--- config.mk ---
export PLATFORM = sky130hd
export DESIGN_NAME = fetch_queue_flat
export DESIGN_NICKNAME = d
export VERILOG_FILES = /design/src/rtl/fetch_queue_if.sv /design/src/rtl/fetch_queue.sv /design/src/flat_wrapper.sv
export SDC_FILE = /design/constraint.sdc
export NUM_CORES = 1
export LEC_CHECK = 0
export ABC_CLOCK_PERIOD_IN_PS = 18850
export CAP_MARGIN = 20
export CORE_AREA = 5 5 134 148
export DETAILED_ROUTE_END_ITERATION = 6
export DIE_AREA = 0 0 139 153
export HOLD_SLACK_MARGIN = 0.03
export MAX_ROUTING_LAYER = met4
export PLACE_DENSITY = 0.84
export SLEW_MARGIN = 10
export SYNTH_ARGS = -nofsm -noshare
export SYNTH_HDL_FRONTEND = slang
export SYNTH_SLANG_ARGS = --single-unit
--- constraint.sdc ---
create_clock -name clk -period 18.85 [get_ports clk]
set_input_delay 2.8275 -clock clk [delete_from_list [all_inputs] [get_ports clk]]
set_output_delay 2.8275 -clock clk [all_outputs]
set_load 0.05 [all_outputs]
--- src/rtl/fetch_queue_if.sv ---
// Fetch-to-decode handshake bundle for fetch_queue: push side from fetch, pop side to decode.
// master = the environment (fetch + decode), slave = the queue itself.
interface fetch_queue_if #(
  parameter int XLEN = 32
);
  logic            push_valid;
  logic            push_ready;
  logic [XLEN-1:0] push_pc;
  logic [XLEN-1:0] push_inst;
  logic            pop_valid;
  logic            pop_ready;
  logic [XLEN-1:0] pop_pc;
  logic [XLEN-1:0] pop_inst;

  modport master (
    output push_valid, push_pc, push_inst, pop_ready,
    input  push_ready, pop_valid, pop_pc, pop_inst
  );

  modport slave (
    input  push_valid, push_pc, push_inst, pop_ready,
    output push_ready, pop_valid, pop_pc, pop_inst
  );
endinterface

--- src/rtl/fetch_queue.sv ---
// Circular PC/instruction queue between fetch and decode, with flush and a saturating drop counter.
// Optional build macro FETCHQ_BYPASS_EN: an empty queue forwards the pushed pair to decode in the same cycle.
module fetch_queue #(
  parameter int DEPTH = 4,
  parameter int XLEN  = 32
) (
  input  logic                     clk,
  input  logic                     rst,
  input  logic                     flush,
  fetch_queue_if.slave             fq,
  output logic [$clog2(DEPTH):0]   count,
  output logic [7:0]               flush_drops
);
  localparam int PW = $clog2(DEPTH);
  localparam int CW = PW + 1;

  logic [PW-1:0]   rd_ptr_q, rd_ptr_d;
  logic [PW-1:0]   wr_ptr_q, wr_ptr_d;
  logic [CW-1:0]   count_q, count_d;
  logic [7:0]      drops_q, drops_d;

  logic [XLEN-1:0] pc_mem   [DEPTH];
  logic [XLEN-1:0] inst_mem [DEPTH];

  logic            empty, full, bypass;
  logic            push_rdy, pop_vld;
  logic [XLEN-1:0] pop_pc_c, pop_inst_c;
  logic            push_fire, pop_fire, store, retire;
  logic [8:0]      drops_sum;

  always_comb begin
    empty    = (count_q == '0);
    full     = (count_q == CW'(DEPTH));
    push_rdy = !full && !flush;
    bypass   = 1'b0;
`ifdef FETCHQ_BYPASS_EN
    bypass   = empty && fq.push_valid && !flush;
`else
    bypass   = 1'b0;
`endif
    pop_vld    = (!empty && !flush) || bypass;
    pop_pc_c   = '0;
    pop_inst_c = '0;
    if (!empty && !flush) begin
      pop_pc_c   = pc_mem[rd_ptr_q];
      pop_inst_c = inst_mem[rd_ptr_q];
    end else if (bypass) begin
      pop_pc_c   = fq.push_pc;
      pop_inst_c = fq.push_inst;
    end

    push_fire = fq.push_valid && push_rdy;
    pop_fire  = pop_vld && fq.pop_ready;
    // A bypassed pair consumed in the same cycle never touches the storage.
    store     = push_fire && !(bypass && pop_fire);
    retire    = pop_fire && !bypass;

    rd_ptr_d = rd_ptr_q + PW'(retire);
    wr_ptr_d = wr_ptr_q + PW'(store);
    count_d  = count_q;
    case ({store, retire})
      2'b10:   count_d = count_q + CW'(1);
      2'b01:   count_d = count_q - CW'(1);
      default: count_d = count_q;
    endcase

    drops_sum = {1'b0, drops_q} + 9'(count_q);
    drops_d   = drops_q;
    if (flush) begin
      rd_ptr_d = '0;
      wr_ptr_d = '0;
      count_d  = '0;
      drops_d  = drops_sum[8] ? 8'hFF : drops_sum[7:0];
    end
  end

  always_ff @(posedge clk) begin
    if (rst) begin
      rd_ptr_q <= '0;
      wr_ptr_q <= '0;
      count_q  <= '0;
      drops_q  <= '0;
    end else begin
      rd_ptr_q <= rd_ptr_d;
      wr_ptr_q <= wr_ptr_d;
      count_q  <= count_d;
      drops_q  <= drops_d;
    end
  end

  // Storage is deliberately left unreset; occupancy alone decides what is visible.
  always_ff @(posedge clk) begin
    if (store) begin
      pc_mem[wr_ptr_q]   <= fq.push_pc;
      inst_mem[wr_ptr_q] <= fq.push_inst;
    end
  end

  assign fq.push_ready = push_rdy;
  assign fq.pop_valid  = pop_vld;
  assign fq.pop_pc     = pop_pc_c;
  assign fq.pop_inst   = pop_inst_c;
  assign count         = count_q;
  assign flush_drops   = drops_q;
endmodule

--- src/flat_wrapper.sv ---
// flat-port wrapper written by rule: the top's interface ports become plain ports
module fetch_queue_flat 
#(
  parameter int DEPTH = 4,
  parameter int XLEN  = 32
)
  (clk, rst, flush, count, flush_drops, fq_push_valid, fq_push_pc, fq_push_inst, fq_pop_ready, fq_push_ready, fq_pop_valid, fq_pop_pc, fq_pop_inst);
  fetch_queue_if #(.XLEN(XLEN)) fq_i ();
  input  logic clk;
  input  logic rst;
  input  logic flush;
  output logic [$clog2(DEPTH):0] count;
  output logic [7:0] flush_drops;
  input wire logic [$bits(fq_i.push_valid)-1:0] fq_push_valid;
  input wire logic [$bits(fq_i.push_pc)-1:0] fq_push_pc;
  input wire logic [$bits(fq_i.push_inst)-1:0] fq_push_inst;
  input wire logic [$bits(fq_i.pop_ready)-1:0] fq_pop_ready;
  output wire logic [$bits(fq_i.push_ready)-1:0] fq_push_ready;
  output wire logic [$bits(fq_i.pop_valid)-1:0] fq_pop_valid;
  output wire logic [$bits(fq_i.pop_pc)-1:0] fq_pop_pc;
  output wire logic [$bits(fq_i.pop_inst)-1:0] fq_pop_inst;
  assign fq_i.push_valid = fq_push_valid;
  assign fq_i.push_pc = fq_push_pc;
  assign fq_i.push_inst = fq_push_inst;
  assign fq_i.pop_ready = fq_pop_ready;
  assign fq_push_ready = fq_i.push_ready;
  assign fq_pop_valid = fq_i.pop_valid;
  assign fq_pop_pc = fq_i.pop_pc;
  assign fq_pop_inst = fq_i.pop_inst;
  fetch_queue #(.DEPTH(DEPTH), .XLEN(XLEN)) u_core (.clk(clk), .rst(rst), .flush(flush), .fq(fq_i), .count(count), .flush_drops(flush_drops));
endmodule
==> flow_metrics.tcl, run 1 <==
set metrics [dict create \
    status "finished clean" \
    holdCritPathClass "register to register" \
    synth_area_per_cell_um2 21.1 \
    powerDensity_nw_per_um2 92.8 \
    synth_cells 499 \
    fp.coreArea_um2 18200 \
    grt_pass1_vias 5706 \
    synth_area_um2 10500 \
    path_clk_slew_ps 60 \
    grt_max_degree 66 \
    leakage_nw 4.15 \
    cts_buffer_depth 3 \
    cts_tree "yes" \
    ant_nets 0 \
    ctsHoldBuffers 0 \
    end_kind "primary output" \
    fin_total_pwr_mw 1.21 \
    clk_latency_ps 510 \
    io-pin-count 146 \
    synth_edf_count 256 \
    fin_skew_ps 18.4 \
    antenna_found_initial 0 \
    drv_slew 0 \
    crit_type "input port to primary output" \
    wl_mm 20.0 \
    vias_per_cell 5.70 \
    cp.required_ps 16020 \
    fp-row-count 52 \
    die_width_um 139 \
    dieArea_um2 21300 \
    placed_cells 868 \
    rr_worst_depth 9 \
    setup_viol 0 \
    path_max_fanout 35 \
    fin_cells 913 \
    whs_ps 581 \
    ys_types 34 \
    worstHoldStart "u_core.flush_drops[0]" \
    yosysSeqAreaShare 0.760 \
    clockRootBuffer "clkbuf_16" \
    slew_headroom 0.334 \
    rr_startpoint "u_core.count[1]" \
    synth_top_area_frac 0.731 \
    hpwl_mm 11.9 \
    rsz0062_at_grt "no" \
    r2r_slack_ps 16040 \
    nFillCells 1105 \
    drtIter0Drc 289 \
    globalRouteTotalUtil 0.195 \
    irDropWorstVdd_v 0.0000777 \
    ff_latch_area_um2 8000 \
    routedWlPerCell_um 21.9 \
    arrival_ps 5600 \
    synthArstFlopShare 0 \
    cts_resized 0 \
    syn_to_final_growth_pct 23.6 \
    dieHeight_um 153 \
    cts_max_level 1 \
    routabilityCongestion 0.776 \
    finalHoldViolCount 0 \
    start_kind "input port" \
    cap_violations 0 \
    ys_ff_latch 271 \
    max_freq_ghz 0.119 \
    start_util 0.577 \
    setup-tns-final_ps 0 \
    drc 0 \
    synth_nets 576 \
    multi_input_area_um2 2370 \
    cts_buffers 26 \
    crit_start "flush" \
    dr.pass1.iters 5 \
    min_period_ps 8430 \
    ys_warn_count 0 \
    grt_overflow 0 \
    min_period_over_period 0.447 \
    nNetsFinal 730 \
    rr_endpoint "u_core.count[2]" \
    drive_gt1_frac 0.163 \
    num_antenna_cells 0 \
    synthFlopType "edfxtp_1" \
    cts.sinks 271 \
    yosys-top-cells-area "edfxtp_1 73%, mux4_2 14%, and2_1 4.0%" \
    vias 5201 \
    critPathCapture "fq_pop_inst[1]" \
    io_buffers 145 \
    postCtsSetupRepairBufs 0 \
    yosys.area.top_type "edfxtp_1" \
    tightest_slew_ps 1000 \
    grt_pass1_wl_mm 31.7 \
]
[Yosys cell counts (all sizes together) (4+ instances only)]
| master | instances |
|---|---|
| a31oi | 4 |
| and2 | 68 |
| and3 | 4 |
| a21oi | 7 |
| buf | 14 |
| dfxtp | 15 |
| ha | 6 |
| mux4 | 64 |
| edfxtp | 256 |
| clkbuf | 10 |
| inv | 8 |
| nor2 | 10 |
[layer usage]
metal,up-vias,GRT usage,wire length [um]
li1,2326,-,-
met3,30,0.0369,937
met5,-,-,0
met4,0,0.0499,326
met1,2698,0.233,7680
met2,147,0.346,11000
[where the power goes]
part           internal, mW  leakage (nW)  total (mW)  switching [mW]
Sequential            0.667          2.45       0.670         0.00276
Clock                 0.280         0.378       0.479           0.198
Combinational        0.0267          1.32      0.0565          0.0298
[state kept, by name (all words and copies together), names as in the netlist]
register / cells
u_core.pc_mem: 128
u_core.count: 3
u_core.rd_ptr_q: 2
u_core.inst_mem: 128
u_core.flush_drops: 8
u_core.wr_ptr_q: 2
[layout make-up]
type	instances	area share
well taps	243	0.0234
clock buffers	40	0.0565
inverters	8	0.00231
clock inverters	5	0.00395
repair buffers	150	0.116
multi-input cells	196	0.182
flip-flops and latches	271	0.615
[worst min-delay path by stage]
stage	slack (ps)	cells past startpoint	to
floorplan	520	2	u_core.wr_ptr_q[1]
global placement	540	2	u_core.flush_drops[6]
detailed placement	580	2	u_core.flush_drops[2]
CTS	590	2	u_core.flush_drops[2]
global route	610	2	u_core.flush_drops[2]
finish	580	2	u_core.flush_drops[0]
[layout by cell type (no fill, tap or decap), types with 4 or more instances in the layout]
master / count
edfxtp_1: 256
a31oi_1: 4
inv_1: 8
buf_4: 4
clkbuf_16: 27
mux4_2: 64
clkbuf_1: 12
nor2_1: 9
ha_1: 6
dfxtp_1: 13
a21oi_1: 7
and2_1: 68
clkdlybuf4s50_1: 145
[kinds of logic after synthesis]
logic type      count (synthesis)  synth area share
flops                         271             0.760
fa+ha+maj                       8            0.0110
buf+inv                        32            0.0173
simple gates                   94            0.0535
compound gates                 22            0.0142
xor+xnor                        5           0.00417
mux                            67             0.140
[critical path, cell delays in order]
cell             delay [ps]
clkdlybuf4s50_1         740
nor2_4                  750
buf_16                  250
and2_1                  190
clkdlybuf4s50_1         820
[through the flow]
| stage | utilization | cell area, um2 | worst slack [ps] |
|---|---|---|---|
| after floorplan | - | 10500 | 10390 |
| after global placement | 0.669 | 12200 | 10220 |
| after detailed placement | 0.670 | 12200 | 10410 |
| after CTS | 0.713 | 13000 | 10400 |
| after global routing | 0.713 | 13000 | 10250 |
| final | 0.713 | 13000 | 10420 |
Power figures use the tool's default switching activity.
==> inputs of run 2 (changes only) <==
--- a/config.mk
+++ b/config.mk
@@ -5,14 +5,14 @@
 export SDC_FILE = /design/constraint.sdc
 export NUM_CORES = 1
 export LEC_CHECK = 0
-export ABC_CLOCK_PERIOD_IN_PS = 18850
+export ABC_CLOCK_PERIOD_IN_PS = 7100
 export CAP_MARGIN = 20
-export CORE_AREA = 5 5 134 148
+export CORE_AREA = 5 5 146 162
 export DETAILED_ROUTE_END_ITERATION = 6
-export DIE_AREA = 0 0 139 153
+export DIE_AREA = 0 0 151 167
 export HOLD_SLACK_MARGIN = 0.03
 export MAX_ROUTING_LAYER = met4
-export PLACE_DENSITY = 0.84
+export PLACE_DENSITY = 0.75
 export SLEW_MARGIN = 10
 export SYNTH_ARGS = -nofsm -noshare
 export SYNTH_HDL_FRONTEND = slang
==> constraint.sdc (replaced) <==
create_clock -name clk -period 7.1 [get_ports clk]
set_input_delay 1.065 -clock clk [delete_from_list [all_inputs] [get_ports clk]]
set_output_delay 1.065 -clock clk [all_outputs]
set_load 0.05 [all_outputs]
==> run 2 against run 1 <==
Utilization decreased by 11 points. Critical path depth unchanged. Power increased to 2.8 times the previous value. Clock-buffer cell count decreased by 1. First-iteration DRC count decreased by 5.2%. Hold slack got worse by 7.2 ps. Global-route usage decreased by 2.8 points. Clock power increased to 2.9 times the previous value. Die area increased by 19%. Sequential power increased to 2.7 times the previous value. Design area increased by 1.2%. Via count decreased by 0.60%.
==> flow_metrics.tcl, run 2 (synthesized netlist as in run 1, its figures left out) <==
set metrics [dict create \
    status "finished clean" \
    cts_max_level 1 \
    io_buffers 145 \
    setup_viol 0 \
    cap_violations 0 \
    clk_latency_ps 530 \
    powerDensity_nw_per_um2 254 \
    wl_mm 20.2 \
    routabilityCongestion 0.746 \
    routedWlPerCell_um 20.8 \
    irDropWorstVdd_v 0.000190 \
    cts_resized 0 \
    cts.sinks 271 \
    nNetsFinal 734 \
    postCtsSetupRepairBufs 0 \
    fp.coreArea_um2 21800 \
    finalHoldViolCount 0 \
    fin_skew_ps 19.1 \
    arrival_ps 3980 \
    die_width_um 151 \
    start_util 0.482 \
    setup-tns-final_ps 0 \
    start_kind "input port" \
    rsz0062_at_grt "no" \
    drc 0 \
    slew_headroom 0.328 \
    cts_buffer_depth 3 \
    grt_overflow 0 \
    placed_cells 923 \
    cp.required_ps 6030 \
    nFillCells 1623 \
    cts_tree "yes" \
    tightest_slew_ps 1010 \
    mostFrequentLayoutCells "256 x edfxtp_1, 145 x clkdlybuf4s50_1, 68 x and2_1, 64 x mux4_2, 27 x clkbuf_16" \
    dieHeight_um 167 \
    finalWorstSetupSlack_ps 2060 \
    vias 5170 \
    dr.pass1.iters 4 \
    ctsHoldBuffers 0 \
    fp-row-count 57 \
    crit_type "input port to primary output" \
    hpwl_mm 12.2 \
    path_clk_slew_ps 60 \
    globalRouteTotalUtil 0.167 \
    syn_to_final_growth_pct 25.2 \
    antenna_found_initial 1 \
    path_max_fanout 36 \
    min_period_ps 5040 \
    cts_buffers 27 \
    end_kind "primary output" \
    holdCritPathClass "register to register" \
    max_freq_ghz 0.198 \
    fin_cells 973 \
    grt_pass1_vias 5706 \
    vias_per_cell 5.31 \
    grt_pass1_wl_mm 31.9 \
    dp_slack_ps 2030 \
    leakage_nw 4.19 \
    drtIter0Drc 274 \
    grt_max_degree 66 \
    drv_slew 0 \
    io-pin-count 146 \
    min_period_over_period 0.710 \
    clockRootBuffer "clkbuf_16" \
    drive_gt1_frac 0.170 \
    dieArea_um2 25200 \
    final_common_cell "edfxtp_1" \
    ant_nets 0 \
]
==> run 2: changes by cell type in the layout (fill, tap and decap cells not counted) <==
cell        change
inv_6           +1
buf_4           +4
clkbuf_8        -1
clkinv_1        +1
clkinvlp_4      +1
bufinv_16       +3
clkinv_2        -1
buf_16          -1
diode_2         +1
==> run 2: cell type report <==
type / count / area (um2) / share of cell area
antenna: 1 / 2.50 / 0.000190
timing repair buffer: 153 / 1510 / 0.115
tap: 295 / 369 / 0.0281
inverter: 8 / 30.0 / 0.00228
sequential: 271 / 8000 / 0.608
clock buffer: 39 / 721 / 0.0548
multi-input combinational: 196 / 2370 / 0.180
clock inverter: 10 / 156 / 0.0119
==> run 2: routing by layer <==
metal / GRT usage / up-vias / share of wire / routed length, um
met5: - / - / 0 / 0
met4: 0.0371 / 0 / 0.016 / 324
met3: 0.0313 / 28 / 0.053 / 1070
met2: 0.285 / 136 / 0.53 / 10700
met1: 0.209 / 2676 / 0.40 / 8100
li1: - / 2330 / - / -
==> run 2: power by group <==
group          total, mW  switching [mW]  leakage (nW)  internal [mW]
sequential          1.78         0.00713          2.45           1.77
clock               1.41           0.560         0.415          0.849
combinational      0.150          0.0790          1.33         0.0706
==> run 2: path summary, 6_finish.rpt <==
path                                       startpoint               endpoint  slack [ps]  cells past startpoint
worst max-delay path                            flush        fq_pop_inst[14]        2060                      5
worst min-delay path            u_core.flush_drops[0]  u_core.flush_drops[0]         570                      2
worst max register to register        u_core.count[1]        u_core.count[2]        3980                     10
worst min register to register  u_core.flush_drops[0]  u_core.flush_drops[0]         570                      2
==> run 2: through the flow <==
| stage | area (um2) | util | total power, mW | hold WS [ps] |
|---|---|---|---|---|
| 2_1_floorplan | 10500 | - | 1.88 | 525 |
| 3_3_place_gp | 12300 | 0.562 | 1.96 | 535 |
| 3_5_place_dp | 12300 | 0.562 | 1.96 | 563 |
| 4_1_cts | 13200 | 0.603 | 3.37 | 572 |
| 5_1_grt | 13200 | 0.603 | 3.46 | 621 |
| 6_report | 13200 | 0.603 | 3.34 | 574 |
==> run 2: worst max-delay path: stages <==
cell             delay (ps)
clkdlybuf4s50_1         740
nor2_4                  690
buf_4                   420
and2_1                  200
clkdlybuf4s50_1         840
